===== src/rtl/imem_loader.sv =====
`default_nettype none
// ============================================================================
//  Module   : imem_loader
//  Purpose  : Receives a framed byte stream (SYNC, LEN_LO, LEN_HI, LEN*4
//             payload bytes LSB first, CSUM = XOR of payload), assembles
//             little-endian 32-bit words and writes them into instruction
//             memory. Holds the CPU in reset until a frame completes with
//             a matching checksum.
//  Ports    : clk, reset          - clock, synchronous active-high reset
//             rx_valid/rx_data    - incoming byte stream (valid/ready)
//             rx_ready            - loader accepts a byte this cycle
//             reload              - abort/restart loading, re-hold the CPU
//             imem_we/waddr/wdata - single-cycle instruction-memory write
//             cpu_hold            - CPU reset, high until a program is loaded
//             done / error        - frame accepted / frame rejected
//  Revision : 1.0 - initial release
// ============================================================================
module imem_loader #(
    parameter int          DEPTH_WORDS = 256,
    parameter logic [31:0] BASE_ADDR   = 32'h0000_0000,
    parameter logic [7:0]  SYNC_BYTE   = 8'hA5
) (
    input  logic        clk,
    input  logic        reset,
    input  logic        rx_valid,
    input  logic [7:0]  rx_data,
    output logic        rx_ready,
    input  logic        reload,
    output logic        imem_we,
    output logic [31:0] imem_waddr,
    output logic [31:0] imem_wdata,
    output logic        cpu_hold,
    output logic        done,
    output logic        error
);

    localparam int IDX_W = (DEPTH_WORDS > 1) ? $clog2(DEPTH_WORDS) : 1;

    typedef enum logic [2:0] {
        S_IDLE   = 3'd0,
        S_LEN_LO = 3'd1,
        S_LEN_HI = 3'd2,
        S_DATA   = 3'd3,
        S_CSUM   = 3'd4,
        S_DONE   = 3'd5,
        S_ERROR  = 3'd6
    } state_t;

    state_t             state_q;
    logic [7:0]         len_lo_q;
    logic [IDX_W-1:0]   last_idx_q;     // index of the final payload word
    logic [IDX_W-1:0]   word_idx_q;
    logic [1:0]         byte_cnt_q;
    logic [7:0]         xor_q;
    logic [23:0]        shift_q;        // lower three bytes of the word in flight
    logic               imem_we_q;
    logic [31:0]        imem_waddr_q;
    logic [31:0]        imem_wdata_q;
    logic               cpu_hold_q;
    logic               done_q;
    logic               error_q;

    logic               w_accept;
    logic [15:0]        w_len;
    logic               w_len_too_big;
    logic [IDX_W-1:0]   word_idx_d;
    logic [31:0]        w_waddr;

    assign rx_ready      = (state_q != S_DONE) && (state_q != S_ERROR);
    // A byte offered alongside reload is dropped.
    assign w_accept      = rx_valid && rx_ready && !reload;
    assign w_len         = {rx_data, len_lo_q};
    assign w_len_too_big = (32'(w_len) > 32'(DEPTH_WORDS));
    assign word_idx_d    = (word_idx_q == IDX_W'(DEPTH_WORDS - 1)) ? '0
                                                                   : word_idx_q + IDX_W'(1);
    assign w_waddr       = BASE_ADDR + 32'({word_idx_q, 2'b00});

    always_ff @(posedge clk) begin
        if (reset) begin
            state_q      <= S_IDLE;
            len_lo_q     <= '0;
            last_idx_q   <= '0;
            word_idx_q   <= '0;
            byte_cnt_q   <= '0;
            xor_q        <= '0;
            shift_q      <= '0;
            imem_we_q    <= 1'b0;
            imem_waddr_q <= BASE_ADDR;
            imem_wdata_q <= '0;
            cpu_hold_q   <= 1'b1;
            done_q       <= 1'b0;
            error_q      <= 1'b0;
        end else begin
            imem_we_q <= 1'b0;
            if (reload) begin
                state_q    <= S_IDLE;
                word_idx_q <= '0;
                byte_cnt_q <= '0;
                xor_q      <= '0;
                cpu_hold_q <= 1'b1;
                done_q     <= 1'b0;
                error_q    <= 1'b0;
            end else if (w_accept) begin
                unique case (state_q)
                    S_IDLE: begin
                        if (rx_data == SYNC_BYTE) begin
                            state_q <= S_LEN_LO;
                        end
                    end
                    S_LEN_LO: begin
                        len_lo_q <= rx_data;
                        state_q  <= S_LEN_HI;
                    end
                    S_LEN_HI: begin
                        word_idx_q <= '0;
                        byte_cnt_q <= '0;
                        xor_q      <= '0;
                        // Only meaningful when LEN >= 1 (DATA path).
                        last_idx_q <= IDX_W'(w_len - 16'd1);
                        if (w_len_too_big) begin
                            state_q <= S_ERROR;
                            error_q <= 1'b1;
                        end else if (w_len == 16'd0) begin
                            state_q <= S_CSUM;
                        end else begin
                            state_q <= S_DATA;
                        end
                    end
                    S_DATA: begin
                        xor_q      <= xor_q ^ rx_data;
                        byte_cnt_q <= byte_cnt_q + 2'd1;
                        unique case (byte_cnt_q)
                            2'd0: shift_q[7:0]   <= rx_data;
                            2'd1: shift_q[15:8]  <= rx_data;
                            2'd2: shift_q[23:16] <= rx_data;
                            default: begin
                                imem_wdata_q <= {rx_data, shift_q};
                                imem_waddr_q <= w_waddr;
                                imem_we_q    <= 1'b1;
                                word_idx_q   <= word_idx_d;
                                if (word_idx_q == last_idx_q) begin
                                    state_q <= S_CSUM;
                                end
                            end
                        endcase
                    end
                    S_CSUM: begin
                        if (rx_data == xor_q) begin
                            state_q    <= S_DONE;
                            done_q     <= 1'b1;
                            cpu_hold_q <= 1'b0;
                        end else begin
                            state_q <= S_ERROR;
                            error_q <= 1'b1;
                        end
                    end
                    default: begin
                    end
                endcase
            end
        end
    end

    assign imem_we    = imem_we_q;
    assign imem_waddr = imem_waddr_q;
    assign imem_wdata = imem_wdata_q;
    assign cpu_hold   = cpu_hold_q;
    assign done       = done_q;
    assign error      = error_q;

endmodule
`default_nettype wire


===== config.mk =====
export PLATFORM = sky130hd
export DESIGN_NAME = imem_loader
export DESIGN_NICKNAME = d
export VERILOG_FILES = /design/src/rtl/imem_loader.sv
export SDC_FILE = /design/constraint.sdc
export NUM_CORES = 1
export LEC_CHECK = 0
export BUFFER_PORTS_ARGS = -buffer_cell sky130_fd_sc_hd__buf_4
export CAP_MARGIN = 20
export CORE_MARGIN = 1.5
export CORE_UTILIZATION = 56
export CTS_CLUSTER_SIZE = 20
export DETAILED_ROUTE_END_ITERATION = 7
export PLACE_DENSITY_LB_ADDON = 0.2
export SETUP_SLACK_MARGIN = 0.3
export SYNTH_ARGS = -nofsm -noshare
export SYNTH_HDL_FRONTEND = slang
export SYNTH_SLANG_ARGS = --single-unit

===== constraint.sdc =====
create_clock -name clk -period 4.15 [get_ports clk]
set_input_delay 0.6225 -clock clk [delete_from_list [all_inputs] [get_ports clk]]
set_output_delay 0.6225 -clock clk [all_outputs]
set_load 0.05 [all_outputs]

## After elaboration in Yosys (flattened, before gate mapping)

Cells that the tools add are included.

| storage, ports and cells | value |
|---|---|
| input bits | 12 |
| output and inout bits | 69 |
| bits in registers | 105 |

| cells by class | value |
|---|---|
| bitwise gates (word level) | 5 |
| reductions and logical operators | 24 |
| eq/ne operators | 17 |
| multiplexer cells | 16 |
| $add $sub $neg | 3 |
| magnitude comparators | 1 |

Operators by type and width:

| kind | count |
|---|---|
| $pmux 8 s2 | 2 |
| $reduce_and 4->1 | 5 |
| $eq 8x8->1 | 2 |
| $eq 8x8->1 const B | 2 |
| $gt 16x9->1 const B | 1 |
| $logic_not 16->1 | 1 |
| $mux 8 | 2 |
| $mux 3 | 5 |
| $pmux 3 s5 | 1 |
| $reduce_and 3->1 | 4 |
| $ne 2x2->1 const B | 5 |
| $add 8x1->8 const B | 1 |
| $sub 8x1->8 const B | 1 |
| $xor 8x8->8 | 1 |
| $eq 3x2->1 const B | 2 |
| $ne 3x3->1 const B | 2 |
| $reduce_and 5->1 | 1 |
| $reduce_bool 5->1 | 1 |
| $not 1->1 | 4 |
| $pmux 2 s2 | 1 |
| $reduce_bool 2->1 | 2 |
| $reduce_or 4->1 | 1 |
| $eq 3x1->1 const B | 1 |
| $eq 3x3->1 const B | 1 |
| 13 further kinds | 17 |

## Longest topological paths before layout

| logic depth | value |
|---|---|
| word-level depth | 6 |
| gate-level depth with buffers | 7 |
| depth with buffers taken out | 7 |

## Worst setup path before layout

OpenSTA, ideal clock, no wires.

| path | value |
|---|---|
| kind | input port to flip-flop |
| from | in rx_data[4] |
| to | reg state_q[1] |
| library setup time | 132 ps |
| path slack | 1748 ps |
| data arrival time | 2270 ps |
| buffers on the path | 1 |
| stages | 6 |
| cells stage by stage | buf_4 or4_4 or4_4 or3_1 a21oi_1 a311oi_1 |

| between the ends | value |
|---|---|
| word-level cells in the longest chain between the ends | 4 |

Ends and longest elaborated chain:

| item | line | RTL |
|---|---|---|
| start, declared | 26 | `input logic [7:0] rx_data,` |
| branches (longest 4 deep; another with $gt 16x9->1) | n/a |  |
| end signal, assigned | 107 | `state_q <= S_LEN_LO;` |
| end signal, assigned | 121 | `state_q <= S_ERROR;` |
| end signal, assigned | 124 | `state_q <= S_CSUM;` |
| end, declared | 49 | `state_t state_q;` |

Several ways; the timed one is not identified.
A chain may end at the register's enable or synchronous reset.

## Final worst setup path

| path | value |
|---|---|
| from | reg state_q[1] |
| to | reg imem_waddr_q[9], in the netlist imem_waddr[9] |

| between the ends | value |
|---|---|
| word-level cells in the longest chain between the ends | 5 |

Ends and longest elaborated chain:

| item | line | RTL |
|---|---|---|
| start signal, assigned | 80 | `state_q <= S_IDLE;` |
| start signal, assigned | 96 | `state_q <= S_IDLE;` |
| start signal, assigned | 107 |  |
| $ne 3x3->1 | 69 | `assign rx_ready = (state_q != S_DONE) && (state_q != S_ERROR);` |
| $logic_and 1x1->1 | 69 |  |
| $logic_and 1x1->1 (2 in a row) | 71 | `assign w_accept = rx_valid && rx_ready && !reload;` |
| $reduce_and 4->1 (no source line) * | n/a |  |
| end signal, assigned | 138 | `imem_waddr_q <= w_waddr;` |
| end, declared | 57 | `logic [31:0] imem_waddr_q;` |

Mark *: on every way between the ends. The rest lies on a longest branch, timed or not.

==> run_results.csv <==
group,metric,value,unit
logic_synthesis,yosysTopAreaCellShare,45.8,%
floorplanning,dieArea,0.00875,mm²
pwr,cellLeakagePower,1.81,nW
place,hpwlAfterDp,6.58,mm
grt,antenna_found_initial,0,
route,totalWireLength,9.69,mm
timing,slew-limit-headroom,46.6,%
clock_tree,postCtsHoldBufs,0,
logic_synthesis,synth_top_area_cell,"dfxtp_1",
logic_synthesis,synth_edf_count,0,
route,post_drt_via_cell_ratio,5.36,
grt,grt_pass1_vias,3427,
timing,finalCritPeriodShare,67.5,%
route,drtAntennaViolNets,0,
grt,grt_pass1_wl,16.4,mm
logic_synthesis,yosys.cell_count.top_type,"nand2_1",
timing,maxSlewViolCount,0,
clock_tree,htreeDepth,3,
logic_synthesis,avgSynthCellArea,7.93,µm²
layout,antenna_cells,0,
route,post_drt_wl_per_cell,13.6,µm
timing,worst_pin_slew,0.799,ns
clock_tree,clockBufferDepth,2,
run_status,status,"finished, final reports clean",
worst_setup_path,worst_setup_path_start_kind,"flip-flop",
worst_setup_path,end_kind,"flip-flop",
logic_synthesis,synth-async-reset-ratio,0,%
place,gp_congestion,0.839,
clock_tree,cts.sinks,105,
floorplanning,initial_core_util,58.5,%
worst_setup_path,worst-path-max-fanout,37,
layout,layout-drive-gt1-share,13.1,%
pwr,comb_power_share,6.4,%
clock_tree,cts_root_buf,"clkbuf_8",
layout,nFillCells,720,
timing,setup_tns,0,ns
timing,hold_viol,0,
floorplanning,die_h,93.5,µm
clock_tree,cts_tree,"built",
route,drc_errors,0,
pwr,clkPwrFrac,34.3,%
timing,skew,0.0137,ns
logic_synthesis,synth.distinct_cells,43,
pwr,seq_power_share,59.3,%
timing,worst_slack,1.35,ns
pwr,switching_share,25.8,%
worst_setup_path,arrival,3.10,ns
floorplanning,ios,81,
worst_setup_path,required,4.44,ns
clock_tree,clk_pin_slew,0.10,ns
pwr,powerDensity,335,mW/mm²
logic_synthesis,synthTopCellsByCount,"136 x nand2_1, 105 x dfxtp_1, 90 x a21oi_1, 38 x nand3_1, 35 x clkbuf_1",
logic_synthesis,ys_warn_count,0,
clock_tree,postCtsSetupBuffers,0,
route,drt-pass1-iter-count,5,
pwr,p_sw,0.000439,W
timing,clock.fmax,357,MHz
timing,setup_viol,0,
logic_synthesis,ys_seq_area_share,45.8,%
clock_tree,clk-insertion-delay-late,0.36,ns
clock_tree,numCtsBuffers,9,
route,dr_total_vias,3825,
grt,track_usage,23.4,%
grt,gr-total-overflow,0,
run,max-cap-violations,0,
place,numPortBuffers,56,
place,preCtsSetupSlack,1.35,ns
pwr,peakVddDrop,204,µV
logic_synthesis,syn_area,0.00459,mm²
floorplanning,core,0.00785,mm²
logic_synthesis,syn-instance-count,579,
logic_synthesis,synth_area_leaders,"dfxtp_1 46%, nand2_1 11%, a21oi_1 9.8%",
worst_setup_path,r2r_slack,1.35,ns
logic_synthesis,ys_ff_latch,105,
layout,regArea,0.00210,mm²
pwr,p_int,0.00126,W
floorplanning,rows,32,
clock_tree,cts_resized,0,
timing,rsz0062_at_grt,"no",
floorplanning,die_x,93.5,µm
min_path,worstHoldPathType,"flip-flop to flip-flop",
route,dr.first_iter.drc_count,191,
worst_setup_path,critPathKind,"flip-flop to flip-flop",
layout,layout.nets,625,
timing,period_minus_slack,2.80,ns
layout,multiInputGateArea,0.00220,mm²
layout,synthToLayoutAreaGrowth,10.8,%
logic_synthesis,synth_ff_type,"dfxtp_1",
grt,grt_max_degree,83,
[flip-flops by register name, summed over array words and instances (netlist names), 2 cells and up]
register and flops:
imem_wdata 32, xor_q 8, state_q 3, len_lo_q 8
imem_waddr 8, word_idx_q 8, shift_q 24, last_idx_q 8
byte_cnt_q 2
[logic make-up after synthesis]
logic type	Yosys count	synth area share (%)
buffers and inverters	74	8.34
xor gates and xnor gates	28	5.34
and+or+nand+nor	244	24.5
DFF	105	45.8
adders and majority gates	6	1.64
AOI/OAI and AO/OA	121	14.3
other	1	0.0817
[worst max-delay path, stage by stage (launching register included)]
cell	delay (ns)
dfxtp_1	0.60
nand3b_1	0.31
nor3b_4	0.24
buf_4	0.35
and2_1	0.68
buf_4	0.35
nand2_1	0.08
a21oi_1	0.13
[cell type report]
class / count / area share [%]
Multi-Input combinational cell: 423 / 43.2
Sequential cell: 105 / 41.3
Timing Repair Buffer: 60 / 8.85
Clock buffer: 11 / 2.78
Tap cell: 102 / 2.51
Clock inverter: 5 / 0.762
Inverter: 8 / 0.590
[path summary, 6_finish.rpt]
path | end | from | cells after the start
setup / recovery | imem_waddr[9]$_SDFFE_PP0P_ | state_q[1]$_SDFFE_PP0P_ | 7
hold reg to reg | cpu_hold$_SDFFE_PP1P_ | cpu_hold$_SDFFE_PP1P_ | 2
setup reg to reg | imem_waddr[9]$_SDFFE_PP0P_ | state_q[1]$_SDFFE_PP0P_ | 7
hold / removal | cpu_hold$_SDFFE_PP1P_ | cpu_hold$_SDFFE_PP1P_ | 2
[stage by stage]
stage                     hold WS (ns)  power (W)  utilization, %  std cells  cell area, µm²
final                            0.453    0.00170            64.8        714            5090
after global routing             0.467    0.00176            64.8        714            5090
after CTS                        0.458    0.00171            64.8        714            5090
after detailed placement         0.443    0.00114            62.5        698            4910
after global placement           0.440    0.00114            62.5        698            4910
after floorplan                  0.432    0.00114               -        602            4680
[layout by cell type (no fill, tap or decap), drive strengths merged, types with 2 or more instances in the layout]
cell	Yosys	final
nand3	38	38
xnor2	15	15
nand2b	2	2
and2	2	2
a311oi	3	3
nor3	7	7
xor2	13	13
nand2	136	136
nor4	3	3
nor2b	5	5
a21oi	90	90
nor3b	3	3
a211oi	7	7
conb	1	24
buf	31	60
or3	2	2
or4	4	4
nand4	4	4
ha	6	6
inv	8	9
clkinv	0	3
o21ai	14	14
clkbuf	35	11
nor2	25	25
nand3b	9	9
dfxtp	105	105
[power groups by stage]
stage | clock, W | sequential, W | combinational, W
final | 0.000584 | 0.00101 | 0.000109
after global routing | 0.000635 | 0.00101 | 0.000117
after CTS | 0.000595 | 0.00101 | 0.000108
after detailed placement | 0 | 0.00103 | 0.000108
after global placement | 0 | 0.00103 | 0.000108
after floorplan | 0 | 0.00103 | 0.000108
[metal layers]
metal | vias to the layer above | part of all wire (%) | wire, µm | global-route usage [%]
met3 | 8 | 4.8 | 467 | 3.74
li1 | 1944 | - | - | -
met1 | 1761 | 47 | 4520 | 31.4
met2 | 112 | 48 | 4630 | 39.0
met4 | 0 | 0.78 | 76 | 6.47
met5 | - | 0 | 0 | 0
Power figures use the tool's default switching activity.
